<file path="config.mk">
export PLATFORM = sky130hd
export DESIGN_NAME = serial_adder
export DESIGN_NICKNAME = d
export VERILOG_FILES = /design/src/rtl/serial_adder.sv
export SDC_FILE = /design/constraint.sdc
export NUM_CORES = 1
export LEC_CHECK = 0
export CAP_MARGIN = 20
export CORE_MARGIN = 3
export CORE_UTILIZATION = 30
export CTS_CLUSTER_DIAMETER = 100
export CTS_CLUSTER_SIZE = 25
export DETAILED_ROUTE_END_ITERATION = 8
export PLACE_DENSITY = 0.56
export SETUP_SLACK_MARGIN = 0.1
export SLEW_MARGIN = 20
export SYNTH_ARGS = -nofsm -noshare
export SYNTH_HDL_FRONTEND = slang
export SYNTH_SLANG_ARGS = --single-unit
</file>
<file path="constraint.sdc">
create_clock -name clk -period 1.6 [get_ports clk]
set_clock_uncertainty 0.1 [all_clocks]
set_input_delay 0.32 -clock clk [delete_from_list [all_inputs] [get_ports clk]]
set_output_delay 0.32 -clock clk [all_outputs]
set_load 0.01 [all_outputs]
</file>
<file path="src/rtl/serial_adder.sv">
// serial_adder: bit-serial WIDTH-bit adder.
//
// One full-adder cell consumes the operands LSB-first, one bit per clock,
// with the carry held in a flop between bits. A start/busy/done handshake
// frames each operation. The result is registered and held until the next
// completion.
//
// Ports:
//   clk    rising-edge clock
//   rst_n  asynchronous active-low reset; abandons any operation in flight
//   start  request a new addition; sampled only in IDLE or DONE
//   a, b   WIDTH-bit addends, captured on an accepted start
//   cin    carry-in, captured on an accepted start
//   busy   high while bits are being shifted through the cell (SHIFT)
//   done   one-cycle pulse; sum/cout are valid from this cycle on
//   sum    registered WIDTH-bit result
//   cout   registered carry-out, held alongside sum

// Single-bit full-adder cell shared by every bit position in time.
module serial_adder_fa (
   input  logic x,
   input  logic y,
   input  logic ci,
   output logic s,
   output logic co
);
   assign s  = x ^ y ^ ci;
   assign co = (x & y) | (ci & (x ^ y));
endmodule

module serial_adder #(
   parameter int WIDTH = 8
) (
   input  logic             clk,
   input  logic             rst_n,
   input  logic             start,
   input  logic [WIDTH-1:0] a,
   input  logic [WIDTH-1:0] b,
   input  logic             cin,
   output logic             busy,
   output logic             done,
   output logic [WIDTH-1:0] sum,
   output logic             cout
);
   localparam int CW = (WIDTH > 1) ? $clog2(WIDTH) : 1;

   typedef enum logic [1:0] {IDLE, SHIFT, DONE} state_t;

   state_t           state, state_nx;
   logic [WIDTH-1:0] sha, shb, acc;
   logic             carry;
   logic [CW-1:0]    cnt;
   logic             bit_s, bit_co;
   logic             accept, last;

   serial_adder_fa u_fa (
      .x  (sha[0]),
      .y  (shb[0]),
      .ci (carry),
      .s  (bit_s),
      .co (bit_co)
   );

   // The final bit is processed while cnt holds WIDTH-1; the counter only
   // needs to reach that value, so clog2(WIDTH) bits never wrap early.
   assign last = (cnt == CW'(WIDTH - 1));

   always_comb begin
      state_nx = state;
      accept   = 1'b0;
      case (state)
         IDLE: begin
            if (start) begin
               accept   = 1'b1;
               state_nx = SHIFT;
            end
         end
         SHIFT: begin
            if (last) state_nx = DONE;
         end
         DONE: begin
            // A start in the done cycle chains straight into the next add.
            if (start) begin
               accept   = 1'b1;
               state_nx = SHIFT;
            end else begin
               state_nx = IDLE;
            end
         end
         default: state_nx = IDLE;
      endcase
   end

   always_ff @(posedge clk or negedge rst_n) begin
      if (!rst_n) state <= IDLE;
      else        state <= state_nx;
   end

   always_ff @(posedge clk or negedge rst_n) begin
      if (!rst_n) begin
         sha   <= '0;
         shb   <= '0;
         acc   <= '0;
         carry <= 1'b0;
         cnt   <= '0;
         sum   <= '0;
         cout  <= 1'b0;
         busy  <= 1'b0;
         done  <= 1'b0;
      end else begin
         // Flags are decoded from the next state so they are flop outputs
         // that line up exactly with the state register.
         busy <= (state_nx == SHIFT);
         done <= (state_nx == DONE);
         if (accept) begin
            sha   <= a;
            shb   <= b;
            carry <= cin;
            cnt   <= '0;
            acc   <= '0;
         end else if (state == SHIFT) begin
            carry <= bit_co;
            acc   <= {bit_s, acc[WIDTH-1:1]};
            sha   <= sha >> 1;
            shb   <= shb >> 1;
            cnt   <= cnt + CW'(1);
            // sum/cout only move on entry to DONE; the previous result stays
            // visible for the whole of a new operation.
            if (last) begin
               sum  <= {bit_s, acc[WIDTH-1:1]};
               cout <= bit_co;
            end
         end
      end
   end
endmodule

</file>
; After elaboration in Yosys (flattened, before gate mapping)
; Index checks and enable logic that the tools add are counted.
; W data, S select, Z words.
[classes]
add_sub_neg = 1
eq_ne = 5
n_mux = 16
n_bitwise = 6
reduce_logical = 4
[ops]
columns = operator, count
row1 = $mux W8, 6
row2 = $mux W3, 2
row3 = $pmux W2 S3, 1
row4 = $mux W1, 5
row5 = $eq A2 B1 Y1 const B, 2
row6 = $eq A2 B2 Y1 const B, 2
row7 = $mux W2, 2
row8 = $add A3 B1 Y3 const B, 1
row9 = $eq A3 B3 Y1 const B, 1
row10 = $reduce_and A3 Y1, 1
row11 = $and A1 B1 Y1, 2
row12 = $logic_not A2 Y1, 1
row13 = $reduce_bool A2 Y1, 1
row14 = $reduce_or A2 Y1, 1
row15 = $xor A1 B1 Y1, 2
row16 = $not A1 Y1, 1
row17 = $or A1 B1 Y1, 1
[totals]
register_bits = 41
inputBits = 20
out_inout_bits = 11
elab_cells = 42

; Depth between registers and ports, before layout
; Gate-level depths: netlist of run 1.
[logic_depth]
depth_word = 5
ltp_mapped = 6
depth_no_buf = 5

; Modules after synthesis
; From an unflattened synthesis of run 1, not the netlist that was laid out.
[hier_totals]
hier_cells = 135
hier_area_um2 = 1710.4
[by_module_without_submodules]
columns = module, instances, cells_each, area_each_um2, seq_area_each_um2
row1 = serial_adder, 1, 134, 1690.4, 1001.0
row2 = serial_adder_fa, 1, 1, 20.0, 0.0

; Least setup slack after synthesis of run 1
; Ideal clock, no wire load.
[synth_timing]
kind = register to register
start = register cnt[0]
end = register sum[1]
setup_time_ps = 128
t_arrival_ps = 1417
required_time_ps = 1372
path_slack_ps = -44
path_stages_with_launch = 6
path_buffers = 1
synth_period_minus_slack_ps = 1644
cell_sequence = dfrtp_1 ha_1 ha_1 nand3b_1 buf_2 mux2_1
[synth_via]
elab_chain_len = 2
[synth_rtl]
columns = item, line
row1 = from (decl), 52  ; logic [CW-1:0] cnt;
row2 = from (signal assigned), 126  ; cnt <= cnt + CW'(1);
row3 = $eq A3 B3 Y1, 66  ; assign last = (cnt == CW'(WIDTH - 1));
row4 = $reduce_and A3 Y1 (no line), -
row5 = to (signal assigned), 130  ; sum <= {bit_s, acc[WIDTH-1:1]};
row6 = to (decl), 42  ; output logic [WIDTH-1:0] sum,
; No other way between the ends.
; A chain may end at the register's enable or synchronous reset.

; Worst setup path after layout of run 1
[layout_timing]
start = register cnt[0]
end = register sum[2]
; The elaborated chain is that of the path after synthesis.

==> results.py, run 1 <==
metrics = {
    "timing": {
        "fmax_ghz": 0.650,
        "worst_pin_slew_ns": 0.417,
        "max_slew_margin": 0.722,
        "period_needed_ns": 1.54,
        "final-setup-viol-count": 0,
        "post-route-worst-setup-slack_ns": 0.0615,
        "fin_hold_ws_ns": 0.379,
        "finalCritPeriodShare": 0.962,
        "finalMaxSlewViolations": 0,
        "rsz0062_at_grt": "yes",
        "hold_viol": 0,
    },
    "yosys": {
        "async_flop_share": 1.00,
        "synthMuxAreaShare": 0.0865,
        "synth_warnings": 0,
        "synth_edf_count": 0,
        "netlist_area_sq_um": 1660,
        "syn_area_per_cell_sq_um": 11.9,
        "ys_types": 22,
        "synth-compound-area-share": 0.181,
        "synth_seq_cells": 40,
        "synthAdderAreaFrac": 0.0271,
        "synth_xor_area_frac": 0,
        "synth_fp_nets": 163,
        "synth_ff_type": "dfrtp_1",
        "synth-simple-area-share": 0.0399,
        "yosysSeqAreaShare": 0.602,
        "synth_top_family_by_area": "compound AO/OA/AOI/OAI gates",
        "synthCells": 140,
    },
    "power": {
        "netSwitchingPower_mw": 1.35,
        "internal_power_mw": 2.67,
        "peakVddDrop_v": 0.000521,
        "clockPowerShare": 0.169,
        "p_leak_nw": 1.11,
        "power_density_nw_per_um2": 1770,
        "p_seq_frac": 0.439,
        "p_sw_frac": 0.336,
        "finalPower_mw": 4.02,
        "combPwrFrac": 0.392,
    },
    "die": {
        "std_cell_rows": 26,
        "die_w_microns": 80.5,
        "core_sq_um": 5240,
        "die_height_microns": 80.5,
        "io_pins": 31,
        "dieArea_sq_um": 6470,
        "start_util": 0.317,
    },
    "drt": {
        "ant_nets": 0,
        "routed_via_density": 4.79,
        "drt_iter0_markers": 64,
        "routed_wl_microns": 3470,
        "post_drt_wl_per_cell_microns": 13.6,
        "via_count": 1225,
        "drc_errors": 0,
        "drt_pass1_iterations": 4,
    },
    "critical_path": {
        "reg2reg_slack_ns": 0.06,
        "cp-end-kind": "register",
        "cp_cell_sequence": "ha_2, ha_4, nand3b_1, buf_12, mux2_4",
        "cp.arrival_ns": 1.61,
        "path_max_fanout": 8,
        "rr_worst_depth": 5,
        "slowest_stage": "dfrtp_1",
        "critPathRequiredTime_ns": 1.67,
        "critPathLaunchType": "register",
        "critPathMaxStageDelay_ns": 0.40,
        "crit_path_start": "cnt[0]",
        "worst_r2r_endpoint": "sum[2]",
        "r2r-start": "cnt[0]",
        "crit_type": "register to register",
    },
    "layout": {
        "syn_to_final_growth_pct": 36.6,
        "final_common_cell": "dfrtp_1",
        "drive_gt1_frac": 0.199,
        "finalInstanceArea_sq_um": 2270,
        "final_cell_mix": "38 x dfrtp_1, 18 x clkdlybuf4s50_1, 17 x inv_1",
        "antenna-diode-count": 0,
        "layout.nets": 208,
        "final_core_util": 0.434,
        "fillCellCount": 498,
    },
    "placed_design": {
        "dp.final_hpwl_microns": 2440,
        "dpl-instance-area_sq_um": 2140,
        "gp_congestion": 0.744,
        "portBuffers": 30,
        "pre_cts_ws_ns": -0.0896,
    },
    "clocking": {
        "path_clk_slew_ns": 0.08,
        "cts_buffers": 5,
        "cts_tree": "yes",
        "clkSinkCount": 40,
        "clockBufferDepth": 2,
        "root_buffer": "clkbuf_8",
        "cts_max_level": 2,
        "worst_skew_pair.late_latency_ns": 0.29,
    },
    "outcome": {
        "status": "finished clean",
    },
    "hold_path": {
        "hold_end": "sum[7]",
        "min_from": "sum[7]",
        "hold_depth": 2,
        "hold_class": "register to register",
    },
    "grt": {
        "grt_overflow": 0,
        "grt_pass1_wl_microns": 6130,
        "grt_start_max_net_pins": 41,
        "antenna_found_initial": 0,
        "groute.usage.overall": 0.123,
        "grt_pass1_vias": 1351,
    },
    "flow_run": {
        "drv_cap": 0,
    },
}
-- cells by family (layout without fill, tap and decap cells) --
| kind of cell | count (synthesis) | in the layout |
|---|---|---|
| fa+ha+maj | 3 | 3 |
| buf+inv | 25 | 71 |
| mux | 13 | 13 |
| flops | 40 | 40 |
| compound gates | 47 | 47 |
| simple gates | 12 | 12 |
-- synthesized netlist by cell type, types with 3 or more instances --
cell type	instances	area share
o21ai_0	4	0.012
a21oi_1	16	0.048
mux2_2	7	0.047
mux2_1	4	0.027
o22ai_1	12	0.045
inv_1	17	0.038
a211oi_1	3	0.014
nor2b_1	5	0.019
buf_2	6	0.018
dfrtp_1	40	0.60
a22o_1	10	0.053
-- registers in the layout, indices dropped and copies added, names as in the netlist --
| signal | count |
|---|---|
| carry | 1 |
| busy | 1 |
| cnt | 3 |
| cout | 1 |
| done | 1 |
| sha | 8 |
| state | 2 |
| sum | 8 |
| acc | 7 |
| shb | 8 |
-- area by class of cell --
type,instances,area [sq um],share of cell area
tap,70,87.6,0.0385
inverter,17,63.8,0.0281
sequential,40,1000,0.442
multi-input combinational,75,598,0.263
clock buffer,8,90.1,0.0396
timing repair buffer,46,429,0.189
-- metrics by stage --
stage	instances	setup TNS (ns)
after floorplan	140	0
after global routing	256	0
after global placement	243	-0.408
final	256	0
after detailed placement	243	-0.713
after CTS	255	0
-- timing repair --
action                                 4_1_cts  5_1_grt
pin swaps                                    1        1
gates resized for setup                     13        3
hold buffers                                 1        0
setup endpoints to repair                   18       14
endpoints found under the hold margin       40        0
setup buffers                                3        1
-- power groups by stage --
stage | registers, mW | logic [mW] | clock network [mW]
2_1_floorplan | 1.73 | 0.992 | 0
3_3_place_gp | 1.76 | 1.54 | 0
3_5_place_dp | 1.79 | 1.60 | 0
4_1_cts | 1.77 | 1.57 | 0.706
5_1_grt | 1.82 | 1.78 | 0.750
6_report | 1.77 | 1.58 | 0.679
-- worst max path at each step --
stage	endpoint	slack, ns	cells after the start
CTS	sum[0]	0.04	5
floorplan	sum[1]	0.06	5
finish	sum[2]	0.06	5
global placement	shb[7]	-0.07	5
detailed placement	shb[7]	-0.09	5
global route	sum[5]	0.03	5
-- critical path, delay by kind of cell, from the launching register on --
family                   cells  cell delay [ns]
AND/OR/NAND/NOR              1             0.12
adder cells (fa/ha/maj)      2             0.36
flip-flops                   1             0.40
buffers and inverters        1             0.14
multiplexers                 1             0.29
-- layer usage --
layer  up-vias  wire (microns)  global-route usage
li1        581               -                   -
met1       590            1610               0.153
met2        42            1610               0.200
met3        12             176              0.0314
met4         0              80              0.0574
met5         -               0                   0
(Power assumes the default switching activity.)
==> run 2: changes to the inputs <==
- PLACE_DENSITY: 0.56 -> 0.55
- SYNTH_HIERARCHICAL: default -> 1
==> results.py, run 2 <==
metrics = {
    "hold_path": {
        "hold_class": "primary input to async pin",
    },
    "critical_path": {
        "critPathLaunchType": "register",
        "worst_r2r_endpoint": "sum[4]",
        "cp.arrival_ns": 1.55,
        "critPathMaxStageDelay_ns": 0.39,
        "reg2reg_slack_ns": 0.12,
        "slowest_stage": "dfrtp_1",
        "cp-end-kind": "register",
        "cp_cell_sequence": "ha_2, ha_4, nand2_4, buf_12, mux2_4",
        "path_max_fanout": 8,
        "r2r-start": "cnt[1]",
        "crit_type": "register to register",
        "cp_top_family": "flip-flops",
        "path_buf_inv": 1,
        "rr_worst_depth": 5,
        "critPathRequiredTime_ns": 1.67,
    },
    "clocking": {
        "path_clk_slew_ns": 0.07,
        "cts_tree": "yes",
        "root_buffer": "clkbuf_8",
        "cts_hold_buf": 0,
        "clkSinkCount": 40,
        "worst_skew_pair.late_latency_ns": 0.28,
        "cts_buffers": 5,
        "clockBufferDepth": 2,
        "cts_max_level": 2,
    },
    "grt": {
        "antenna_found_initial": 0,
        "groute.usage.overall": 0.117,
        "grt_pass1_wl_microns": 5890,
        "grt_pass1_vias": 1313,
        "grt_overflow": 0,
        "grt_start_max_net_pins": 41,
    },
    "timing": {
        "finalCritPeriodShare": 0.926,
        "rsz0062_at_grt": "yes",
        "hold_viol": 18,
        "fin_hold_ws_ns": -0.00929,
        "period_needed_ns": 1.48,
        "final-setup-viol-count": 0,
        "worst_pin_slew_ns": 0.518,
        "finalMaxSlewViolations": 0,
        "fmax_ghz": 0.675,
        "finalSetupTns_ns": 0,
        "max_slew_margin": 0.655,
        "post-route-worst-setup-slack_ns": 0.118,
    },
    "placed_design": {
        "portBuffers": 30,
        "dp.cells": 241,
        "pre_cts_ws_ns": -0.0801,
        "dpl-instance-area_sq_um": 2200,
        "dp.final_hpwl_microns": 2410,
        "gp_congestion": 0.717,
    },
    "drt": {
        "route.met3.wl_microns": 183,
        "dr.max_layer_used": "met4",
        "routed_wl_microns": 3440,
        "drt_pass1_iterations": 4,
        "routed_via_density": 4.73,
        "via_count": 1196,
        "met2_length_microns": 1620,
        "wl_met1_microns": 1560,
        "post_drt_wl_per_cell_microns": 13.6,
        "ant_nets": 0,
        "drt_iter0_markers": 42,
        "drc_errors": 0,
    },
    "yosys": {
        "synth_most_common_cell": "dfrtp_1",
        "netlist_area_sq_um": 1710,
        "synthCells": 135,
        "synth_fp_nets": 158,
        "yosys.area.top_type": "dfrtp_1",
        "yosysSeqAreaShare": 0.585,
        "synth_common_cells": "40 x dfrtp_1, 15 x a21oi_1, 14 x inv_1",
        "synth_area_leaders": "dfrtp_1 59%, mux2_4 7.0%, a22o_1 5.6%, a21oi_1 4.4%, o22ai_1 4.4%",
        "syn_area_per_cell_sq_um": 12.7,
        "synth_ff_type": "dfrtp_1",
        "synth.top_cell.area_share": 0.585,
        "synth_edf_count": 0,
        "synth_warnings": 6,
        "ys_types": 23,
        "synth_seq_cells": 40,
        "async_flop_share": 1.00,
    },
    "layout": {
        "antenna-diode-count": 0,
        "top_regs": "sha x8, shb x8, sum x8",
        "final_cell_mix": "39 x dfrtp_1, 18 x clkdlybuf4s50_1, 16 x buf_4",
        "final_core_util": 0.438,
        "finalInstanceArea_sq_um": 2320,
        "final_common_cell": "dfrtp_1",
        "syn_to_final_growth_pct": 35.7,
        "fillCellCount": 501,
        "layout.nets": 206,
        "fin_cells": 253,
        "drive_gt1_frac": 0.240,
    },
    "die": {
        "std_cell_rows": 26,
        "die_w_microns": 81.5,
        "io_pins": 31,
        "dieArea_sq_um": 6640,
        "die_height_microns": 81.5,
        "start_util": 0.323,
        "core_sq_um": 5300,
    },
    "outcome": {
        "status": "finished, violations left",
        "violations": "negative hold slack",
    },
    "power": {
        "power_density_nw_per_um2": 1780,
        "peakVddDrop_v": 0.000652,
        "finalPower_mw": 4.12,
        "p_leak_nw": 1.13,
    },
    "flow_run": {
        "drv_cap": 0,
    },
}
==> run 2: changes by cell type in the layout (fill, tap and decap cells not counted), sizes merged, moves of 2 or more <==
cell	before	now
inv	17	14
buf	16	21
o21ai	4	2
clkbuf	8	6
mux2	11	13
==> run 2: worst reg2reg max path, cell delays in order (launching register included) <==
cell and delay, ns:
dfrtp_1 0.39, ha_2 0.21, ha_4 0.17, nand2_4 0.08
buf_12 0.13, mux2_4 0.29
==> run 2: area by class of cell <==
| class | instances | area (sq um) | share of cell area |
|---|---|---|---|
| flip-flops and latches | 40 | 1000 | 0.432 |
| repair buffers | 50 | 482 | 0.208 |
| well taps | 70 | 87.6 | 0.0377 |
| multi-input cells | 72 | 619 | 0.267 |
| clock buffers | 6 | 72.6 | 0.0313 |
| inverters | 14 | 52.6 | 0.0226 |
| clock inverters | 1 | 5.00 | 0.00216 |
==> run 2: repair_timing <==
| action | in CTS | in global routing |
|---|---|---|
| buffers inserted | 2 | 3 |
| endpoints found under the hold margin | 0 | 0 |
| pin swaps | 1 | 2 |
| endpoints found under the setup margin | 21 | 11 |
| resized for setup | 15 | 1 |
==> run 2: report_power, final <==
part           switching [mW]  internal, mW  total (mW)  leakage (nW)
registers               0.282          1.46        1.74         0.490
logic                   0.765          1.00        1.77         0.601
clock network           0.319         0.296       0.615        0.0410
==> run 2: cell families after synthesis <==
family / after synthesis / share of synthesized area
adder cells (fa/ha/maj): 3 / 0.0263
buffers and inverters: 23 / 0.0644
multiplexers: 16 / 0.121
flip-flops: 40 / 0.585
AO/OA/AOI/OAI: 44 / 0.168
AND/OR/NAND/NOR: 9 / 0.0358
==> run 2: metal layers <==
| layer | global-route usage | vias to the layer above |
|---|---|---|
| met5 | 0 | - |
| met4 | 0.0473 | 0 |
| met3 | 0.0362 | 9 |
| met2 | 0.192 | 32 |
| met1 | 0.143 | 585 |
| li1 | - | 570 |
==> run 2: worst max-delay path by stage <==
stage / slack, ns / startpoint / cells past startpoint / to
after detailed placement: -0.08 / start / 6 / sha[5]
after floorplan: 0.10 / cnt[0] / 5 / sum[0]
after global routing: 0.08 / cnt[1] / 5 / sum[5]
after global placement: -0.03 / start / 5 / acc[2]
final: 0.12 / cnt[1] / 5 / sum[4]
after CTS: 0.11 / cnt[0] / 5 / sum[4]
==> run 3: changes to the inputs <==
- CORE_MARGIN: 3 -> default
- DONT_BUFFER_PORTS: default -> 1
- PLACE_DENSITY: 0.55 -> 0.48
==> results.py, run 3 (same netlist as run 2, synthesis figures left out) <==
metrics = {
    "outcome": {
        "status": "finished clean",
    },
    "timing": {
        "finalSetupTns_ns": 0,
        "hold_viol": 0,
        "worst_pin_slew_ns": 0.341,
        "rsz0062_at_grt": "yes",
        "final-setup-viol-count": 0,
        "finalMaxSlewViolations": 0,
        "fin_hold_ws_ns": 0.0724,
        "finalCritPeriodShare": 0.923,
        "max_slew_margin": 0.772,
        "fmax_ghz": 0.677,
        "post-route-worst-setup-slack_ns": 0.124,
        "period_needed_ns": 1.48,
    },
    "layout": {
        "top_regs": "sha x8, shb x8, sum x8",
        "final_cell_mix": "40 x dfrtp_1, 15 x a21oi_1, 14 x inv_1",
        "antenna-diode-count": 0,
        "final_common_cell": "dfrtp_1",
        "multi_input_area_sq_um": 623,
        "drive_gt1_frac": 0.253,
        "fillCellCount": 537,
        "seq_area_sq_um": 1000,
        "finalInstanceArea_sq_um": 1990,
        "syn_to_final_growth_pct": 16.2,
        "layout.nets": 171,
        "final_core_util": 0.361,
    },
    "drt": {
        "post_drt_wl_per_cell_microns": 15.0,
        "ant_nets": 0,
        "drc_errors": 0,
        "via_count": 1031,
        "routed_via_density": 4.73,
        "drt_pass1_iterations": 4,
        "routed_wl_microns": 3270,
        "drt_iter0_markers": 64,
    },
    "clocking": {
        "path_clk_slew_ns": 0.07,
        "cts_tree": "yes",
        "clkSinkCount": 40,
        "clockBufferDepth": 2,
        "worst_skew_pair.late_latency_ns": 0.28,
        "root_buffer": "clkbuf_8",
        "cts_buffers": 5,
        "cts_max_level": 2,
    },
    "placed_design": {
        "dp.final_hpwl_microns": 2180,
        "gp_congestion": 0.737,
        "portBuffers": 0,
        "dpl-instance-area_sq_um": 1840,
        "pre_cts_ws_ns": 0.0407,
    },
    "grt": {
        "groute.usage.overall": 0.122,
        "antenna_found_initial": 0,
        "grt_pass1_wl_microns": 5560,
        "grt_pass1_vias": 1115,
        "grt_start_max_net_pins": 41,
        "grt_overflow": 0,
    },
    "die": {
        "die_height_microns": 77.5,
        "start_util": 0.311,
        "core_sq_um": 5510,
        "die_w_microns": 77.5,
        "dieArea_sq_um": 6010,
        "io_pins": 31,
        "std_cell_rows": 27,
    },
    "power": {
        "peakVddDrop_v": 0.000607,
        "p_leak_nw": 0.948,
        "power_density_nw_per_um2": 1920,
    },
    "hold_path": {
        "min_from": "b[7]",
        "hold_class": "primary input to register",
    },
    "critical_path": {
        "critPathLaunchType": "register",
        "slowest_stage": "dfrtp_1",
        "crit_path_start": "cnt[1]",
        "cp_cell_sequence": "ha_2, ha_4, nand2_4, buf_12, mux2_4",
        "critPathMaxStageDelay_ns": 0.40,
        "path_max_fanout": 8,
        "cp-end-kind": "register",
        "cp.arrival_ns": 1.55,
        "critPathRequiredTime_ns": 1.67,
        "crit_type": "register to register",
        "r2r-start": "cnt[1]",
    },
    "flow_run": {
        "drv_cap": 0,
    },
}
==> run 3: final timing paths <==
check	slack, ns	end	cells after the start
max	0.12	sum[0]	5
min	0.07	shb[7]	1
max reg2reg	0.12	sum[0]	5
min reg2reg	0.40	shb[7]	1
max in group asynchronous	0.80	shb[1]	2
min in group asynchronous	0.39	sum[6]	2
==> run 3: final cells by class <==
cell class | instances | share of cell area
inverter | 14 | 0.0264
clock buffer | 5 | 0.0346
tap | 72 | 0.0453
multi-input combinational | 72 | 0.313
timing repair buffer | 15 | 0.0768
sequential | 40 | 0.503
==> run 3: critical path: cells and delay by family (launching register included) <==
| family | cells | cell delay (ns) |
|---|---|---|
| multiplexers | 1 | 0.29 |
| buffers and inverters | 1 | 0.13 |
| AND/OR/NAND/NOR | 1 | 0.07 |
| adder cells (fa/ha/maj) | 2 | 0.38 |
| flip-flops | 1 | 0.40 |
==> run 3: what timing repair did <==
| action | in CTS | in global routing |
|---|---|---|
| endpoints found under the setup margin | 9 | 20 |
| pin swaps | 1 | 2 |
| endpoints found under the hold margin | 40 | 0 |
| resized for setup | 4 | 2 |
| hold buffers | 2 | 0 |
| setup buffers | 1 | 2 |
==> run 3: layer usage <==
layer / share of wire / vias to the layer above / track usage
met5: 0 / - / 0
li1: - / 499 / -
met1: 0.44 / 494 / 0.150
met2: 0.49 / 30 / 0.195
met4: 0.016 / 0 / 0.0509
met3: 0.055 / 8 / 0.0412
==> run 3: where the power goes <==
group,internal (mW),switching [mW]
Combinational,0.792,0.597
Clock,0.281,0.306
Sequential,1.46,0.386
Total,2.53,1.29
==> run 3: through the flow <==
stage / cells / total power [mW]
after CTS: 216 / 3.86
after global placement: 208 / 3.12
after detailed placement: 208 / 3.18
after global routing: 218 / 4.15
after floorplan: 135 / 2.79
final: 218 / 3.82
